$ cat config.mk
export PLATFORM = sky130hd
export DESIGN_NAME = keypad_scanner
export DESIGN_NICKNAME = d
export VERILOG_FILES = /design/src/rtl/keypad_pkg.sv /design/src/rtl/keypad_debounce.sv /design/src/rtl/keypad_scanner.sv
export SDC_FILE = /design/constraint.sdc
export NUM_CORES = 1
export LEC_CHECK = 0
export CAP_MARGIN = 40
export CORE_ASPECT_RATIO = 1.25
export CORE_MARGIN = 2
export CORE_UTILIZATION = 58
export CTS_CLUSTER_DIAMETER = 120
export DETAILED_ROUTE_END_ITERATION = 12
export GPL_TIMING_DRIVEN = 0
export PLACE_DENSITY = 0.81
export SYNTH_ARGS = -nofsm -noshare
export SYNTH_HDL_FRONTEND = slang
export SYNTH_HIERARCHICAL = 1
export SYNTH_SLANG_ARGS = --single-unit
$ cat constraint.sdc
create_clock -name clock -period 3.25 [get_ports clock]
set_clock_uncertainty 0.2 [all_clocks]
set_input_delay 0.4875 -clock clock [delete_from_list [all_inputs] [get_ports clock]]
set_output_delay 0.4875 -clock clock [all_outputs]
set_load 0.1 [all_outputs]
$ cat src/rtl/keypad_pkg.sv
// keypad_pkg: shared types and constants for the 4x4 keypad scanner.
package keypad_pkg;

    typedef enum logic [1:0] {IDLE, DB_PRESS, HELD, DB_RELEASE} db_state_e;

    localparam int NUM_COLS = 4;

    // Indexed by {row, col}; row 0 is the top row, col 0 the leftmost column.
    localparam logic [3:0] KEYMAP [16] = '{
        4'h1, 4'h2, 4'h3, 4'hA,
        4'h4, 4'h5, 4'h6, 4'hB,
        4'h7, 4'h8, 4'h9, 4'hC,
        4'h0, 4'hF, 4'hE, 4'hD
    };

endpackage

$ cat src/rtl/keypad_debounce.sv
// keypad_debounce: per-frame press/release debounce FSM producing the registered key outputs.
module keypad_debounce
    import keypad_pkg::*;
#(
    parameter int DEBOUNCE_FRAMES = 4
) (
    input  logic       clock,
    input  logic       reset,
    input  logic       frame_i,
    input  logic       pressed_i,
    input  logic [3:0] code_i,
    output logic [3:0] key_code_o,
    output logic       key_valid_o,
    output logic       key_held_o
);

    localparam int CW = $clog2(DEBOUNCE_FRAMES + 1);
    localparam logic [CW-1:0] CNT_DONE = CW'(DEBOUNCE_FRAMES);
    localparam logic [CW-1:0] CNT_ONE = CW'(1);

    db_state_e state_q, state_d;
    logic [CW-1:0] cnt_q, cnt_d, cnt_inc;
    logic [3:0] cand_q, cand_d;
    logic [3:0] key_code_q, key_code_d;
    logic key_valid_q, key_valid_d;
    logic key_held_q, key_held_d;
    logic accept;

    always_ff @(posedge clock) begin
        if (reset) begin
            state_q     <= IDLE;
            cnt_q       <= '0;
            cand_q      <= '0;
            key_code_q  <= '0;
            key_valid_q <= 1'b0;
            key_held_q  <= 1'b0;
        end else begin
            state_q     <= state_d;
            cnt_q       <= cnt_d;
            cand_q      <= cand_d;
            key_code_q  <= key_code_d;
            key_valid_q <= key_valid_d;
            key_held_q  <= key_held_d;
        end
    end

    always_comb begin
        state_d = state_q;
        cnt_d   = cnt_q;
        cand_d  = cand_q;
        accept  = 1'b0;
        cnt_inc = cnt_q + CNT_ONE;
        if (frame_i) begin
            case (state_q)
                IDLE: if (pressed_i) begin
                    cand_d  = code_i;
                    cnt_d   = CNT_ONE;
                    accept  = CNT_DONE == CNT_ONE;
                    state_d = accept ? HELD : DB_PRESS;
                end
                DB_PRESS: if (pressed_i && code_i == cand_q) begin
                    cnt_d   = cnt_inc;
                    accept  = cnt_inc == CNT_DONE;
                    state_d = accept ? HELD : DB_PRESS;
                end else begin
                    cnt_d   = '0;
                    state_d = IDLE;
                end
                HELD: if (!pressed_i) begin
                    cnt_d   = CNT_ONE;
                    state_d = CNT_DONE == CNT_ONE ? IDLE : DB_RELEASE;
                end
                DB_RELEASE: if (pressed_i) begin
                    cnt_d   = '0;
                    state_d = HELD;
                end else begin
                    cnt_d   = cnt_inc;
                    state_d = cnt_inc == CNT_DONE ? IDLE : DB_RELEASE;
                end
                default: state_d = IDLE;
            endcase
        end
    end

    // Acceptance only ever happens with code_i equal to the candidate, so code_i is latched directly.
    always_comb begin
        key_valid_d = accept;
        key_code_d  = accept ? code_i : key_code_q;
        key_held_d  = (state_d == HELD) || (state_d == DB_RELEASE);
    end

    assign key_code_o  = key_code_q;
    assign key_valid_o = key_valid_q;
    assign key_held_o  = key_held_q;

endmodule

$ cat src/rtl/keypad_scanner.sv
// keypad_scanner: scans the 4x4 PmodKYPD matrix, encodes the first hit per frame
// and debounces it into a registered key code with a one-cycle strobe.
module keypad_scanner
    import keypad_pkg::*;
#(
    parameter int SCAN_CYCLES     = 100000,
    parameter int DEBOUNCE_FRAMES = 4
) (
    input  logic       clock,
    input  logic       reset,
    input  logic [3:0] row,
    output logic [3:0] col,
    output logic [3:0] key_code,
    output logic       key_valid,
    output logic       key_held
);

    localparam int SW  = $clog2(SCAN_CYCLES);
    localparam int CIW = $clog2(NUM_COLS);
    localparam logic [SW-1:0] SLOT_LAST = SW'(SCAN_CYCLES - 1);
    localparam logic [CIW-1:0] COL_LAST = CIW'(NUM_COLS - 1);

    logic [3:0] row_s1_q, row_s2_q;
    logic [3:0] col_q, col_d;
    logic [CIW-1:0] col_idx_q, col_idx_d;
    logic [SW-1:0] slot_q, slot_d;
    logic hit_q, hit_d;
    logic [3:0] hit_code_q, hit_code_d;
    logic slot_last, any_low, frame_end, frame_pressed;
    logic [1:0] first_row;
    logic [3:0] col_code, frame_code;

    always_ff @(posedge clock) begin
        if (reset) begin
            row_s1_q   <= 4'hF;
            row_s2_q   <= 4'hF;
            col_q      <= 4'b1110;
            col_idx_q  <= '0;
            slot_q     <= '0;
            hit_q      <= 1'b0;
            hit_code_q <= '0;
        end else begin
            row_s1_q   <= row;
            row_s2_q   <= row_s1_q;
            col_q      <= col_d;
            col_idx_q  <= col_idx_d;
            slot_q     <= slot_d;
            hit_q      <= hit_d;
            hit_code_q <= hit_code_d;
        end
    end

    // Within a column the lowest-numbered active row wins.
    always_comb begin
        slot_last     = slot_q == SLOT_LAST;
        any_low       = ~&row_s2_q;
        first_row     = ~row_s2_q[0] ? 2'd0 : ~row_s2_q[1] ? 2'd1 : ~row_s2_q[2] ? 2'd2 : 2'd3;
        col_code      = KEYMAP[{first_row, col_idx_q}];
        frame_end     = slot_last && col_idx_q == COL_LAST;
        frame_pressed = hit_q | any_low;
        frame_code    = hit_q ? hit_code_q : col_code;
    end

    always_comb begin
        slot_d     = slot_last ? '0 : slot_q + SW'(1);
        col_idx_d  = slot_last ? col_idx_q + CIW'(1) : col_idx_q;
        col_d      = slot_last ? {col_q[2:0], col_q[3]} : col_q;
        hit_d      = frame_end ? 1'b0 : slot_last ? frame_pressed : hit_q;
        hit_code_d = (slot_last && !hit_q) ? col_code : hit_code_q;
    end

    keypad_debounce #(
        .DEBOUNCE_FRAMES(DEBOUNCE_FRAMES)
    ) u_debounce (
        .clock      (clock),
        .reset      (reset),
        .frame_i    (frame_end),
        .pressed_i  (frame_pressed),
        .code_i     (frame_code),
        .key_code_o (key_code),
        .key_valid_o(key_valid),
        .key_held_o (key_held)
    );

    assign col = col_q;

endmodule
==> summary.md <==
| Metric | Value |
|---|---|
| Syn Nets | ~290 |
| Synth cell types | 53 |
| Largest net degree at the start of global routing | 16 |
| WP data arrival | approximately 3.1 ns |
| Cell Area, Synth | 0.00249 mm² |
| Post-synth top cells | dfxtp_1, nor2_1, a21oi_1, mux2i_1 |
| Xor/xnor share of the synthesized area | under 10% |
| Fmax | between 300 and 400 MHz |
| Placed cell area | around 0.0029 mm² |
| Final period utilization | a little over nine tenths |
| First-pass GRT wire length | 9180 µm |
| Synth top area share | around two fifths |
| Main area contributors after synthesis | dfxtp_1, mux2i_1, nor2_1, xnor2_1, ha_1 |
| Layout area overhead | 21.6% |
| Vias per cell | 5.68 |
| WP data required | 3.29 ns |
| Die H | 77.2 µm |
| Maximum capacitance violations | 0 |
| Complex-gate fraction of the synthesized area | 10.7% |
| Die W | between 60 and 70 µm |
| Unrepaired setup endpoints after global routing | false |
| Grt ovf | 0 |
| Synthesis Warnings | 6 |
| Critical path capture point type | flop |
| Total negative slack | 0 ns |
| Worst Slack Setup Final | 0.204 ns |
| Number of global-route vias before repair | between 2000 and 2500 |
| CTS tree | done |
| VDD IR-drop max | approximately 300 µV |
| Vias | 2072 |
| Inst Count DP | around 360 |
| Slowest cell on crit path | or4_4 |
| Wire per inst | 14.4 µm |
| Rel. slew slack | 60.3% |
| Placer congestion estimate | 0.870 |
| Flop2flop setup slack | 0.20 ns |
| Clock root buffer | clkbuf_8 |
| Layout cells sized above 1 | ~18% |
| Seq/Total Area, Yosys | between 40% and 50% |
| Final Total Pwr | around 1.2 mW |
| CTS Buffer Depth | 2 |
| Post-Synthesis Cells | 274 |
| Tightest Hold Check Type | flop to flop |
| Fin cells | ~370 |
| Pre-CTS WS | -0.340 ns |
| P_leak | 1.07 nW |
| Clk_lat worst skew | 0.31 ns |
| Slew Viols, Final | 0 |
| Die area | about 0.0048 mm² |
| PortBufs | 15 |
| Final net count | 321 |
| Starting density of the core | 60.7% |
| Design area | 0.00303 mm² |
| CTS Buf Count | 5 |
| Hold buffer count at cts | 0 |
| Simple-Gate Fraction of Synth Area | 28.0% |
| Worst path cell trace | ha_1, clkbuf_2, nor4b_2, nand4_4, nor3_4, nand3_1, or4_4, a21oi_1 |
| Largest family of logic cells by synthesized area | simple AND/OR/NAND/NOR gates |
| IO Pins | 16 |
| Mux cell area share after synthesis | 6.09% |
| Slew @ Worst Pin | 0.588 ns |
| Final Hold Fails | 0 |
| Maximum level of the CTS H-tree | 2 |
| Tmin final | 3.05 ns |
| Flops & latches, synth | 51 |
| Status | finished, final reports clean |
| Core box area | 0.00410 mm² |
| Worst hold slack | 0.216 ns |
| Adder-Cell Fraction of Synth Area | 3.52% |
| Final WL | 5250 µm |
| Most numerous cell in the Yosys netlist | dfxtp_1 |
| Clock slew at reported path FFs | roughly 0.090 ns |
| Worst setup SP type | flop |
| # setup viols final | 0 |
| Final ANT Viol Nets | 0 |
| Critical Path Fanout Max | 10 |
| Post-DP HPWL | 3850 µm |
| Post-synth EDFFs | 0 |
| Top FF cell, synth | dfxtp_1 |
| Total track usage | 23.8% |
| # DRC | 0 |
| Initial antenna violation count | 0 |
| Iteration-0 DRC Markers | around 120 |
| Pwr Density | 402 mW/mm² |
| Post-Syn Area per Cell | 9.08 µm² |
| Asr flop ratio synth | 0% |
| Number of clock sinks | 51 |
| Row count | 26 |
| Ant. Diodes | 0 |
| Post-synth top area cell | dfxtp_1 |
| Initial DRT Pass Iterations | 4 |
| Max stage delay on crit path | 0.54 ns |
| End-of-flow core utilization | 73.8% |
| Critical path type | flop to flop |
-- worst max-delay path, delay by kind of cell, from the launching register on --
family	cells	cell delay [ns]
flip-flops	1	0.42
adder cells (fa/ha/maj)	1	0.17
buffers and inverters	1	0.18
AND/OR/NAND/NOR	5	1.85
AO/OA/AOI/OAI	1	0.15
-- path summary, 6_finish.rpt --
path / from / endpoint / depth (start not counted)
worst min register to register: row_s1_q[2] / row_s2_q[2] / 1
worst max-delay path: slot_q[0] / u_debounce/state_q[1] / 8
worst min-delay path: row_s1_q[2] / row_s2_q[2] / 1
worst max register to register: slot_q[0] / u_debounce/state_q[1] / 8
-- power breakdown --
group          switching (mW)  internal, mW  total (mW)
registers             0.00713         0.632       0.639
logic                  0.0398        0.0290      0.0688
clock network           0.202         0.308       0.510
-- routing by layer --
layer  GRT usage, %  vias up  share of wire, %  wire, µm
li1               -     1032                 -         -
met3           4.99       11               2.9       152
met2           47.2       57                57      3010
met1           23.1      972                38      1970
met5              0        -                 0         0
met4           10.0        0               2.1       111
-- cells in the final DEF (no fill, tap or decap), types with 2 or more instances in the layout --
| cell | instances |
|---|---|
| bufinv_16 | 2 |
| nand3_2 | 3 |
| or2b_1 | 2 |
| buf_2 | 2 |
| clkbuf_1 | 7 |
| clkbuf_8 | 5 |
| or4_1 | 2 |
| or4_4 | 3 |
| clkdlybuf4s50_1 | 15 |
| nand2_1 | 13 |
| or2_2 | 10 |
| a31oi_1 | 2 |
| nor2_1 | 26 |
| or3_2 | 2 |
| xnor2_1 | 11 |
| buf_8 | 10 |
| mux2i_1 | 14 |
| nor3_1 | 6 |
| inv_1 | 12 |
| o211ai_1 | 2 |
| nor3b_1 | 2 |
| o21ai_0 | 13 |
| xor2_1 | 6 |
| a21oi_1 | 14 |
| o31ai_1 | 4 |
| nor4_1 | 6 |
| nand4_1 | 7 |
| nand3_1 | 10 |
| dfxtp_1 | 51 |
| buf_4 | 5 |
| ha_1 | 7 |
| or3_1 | 2 |
| nand2b_1 | 8 |
-- kinds of logic after synthesis --
logic type,after synthesis
compound gates,43
xor+xnor,17
fa+ha+maj,7
buf+inv,25
flops,51
mux,15
simple gates,116
-- cell type report --
class | count | area [µm²]
well taps | 56 | 70.1
clock inverters | 2 | 60.1
flip-flops and latches | 51 | 1020
inverters | 12 | 45.0
multi-input cells | 198 | 1370
clock buffers | 6 | 72.6
repair buffers | 27 | 315
fillers | 327 | 1070
plain buffers | 13 | 71.3
-- registers in the layout, summed over array words and instances, names as in the netlist --
name and count:
u_debounce/cnt_q 3, u_debounce/state_q 2, col_idx_q 2, hit_q 1, u_debounce/key_held_o 1, u_debounce/key_code_o 4, row_s1_q 4, hit_code_q 4
slot_q 17, col 4, u_debounce/key_valid_o 1, u_debounce/cand_q 4, row_s2_q 4
-- repair_timing --
action                                 CTS  global route
gates resized for setup                  2             1
buffers inserted                         0             2
endpoints found under the hold margin    0             0
pin swaps                                0             1
setup endpoints to repair               12            11
Note: power is estimated with default switching activity, not from simulation.
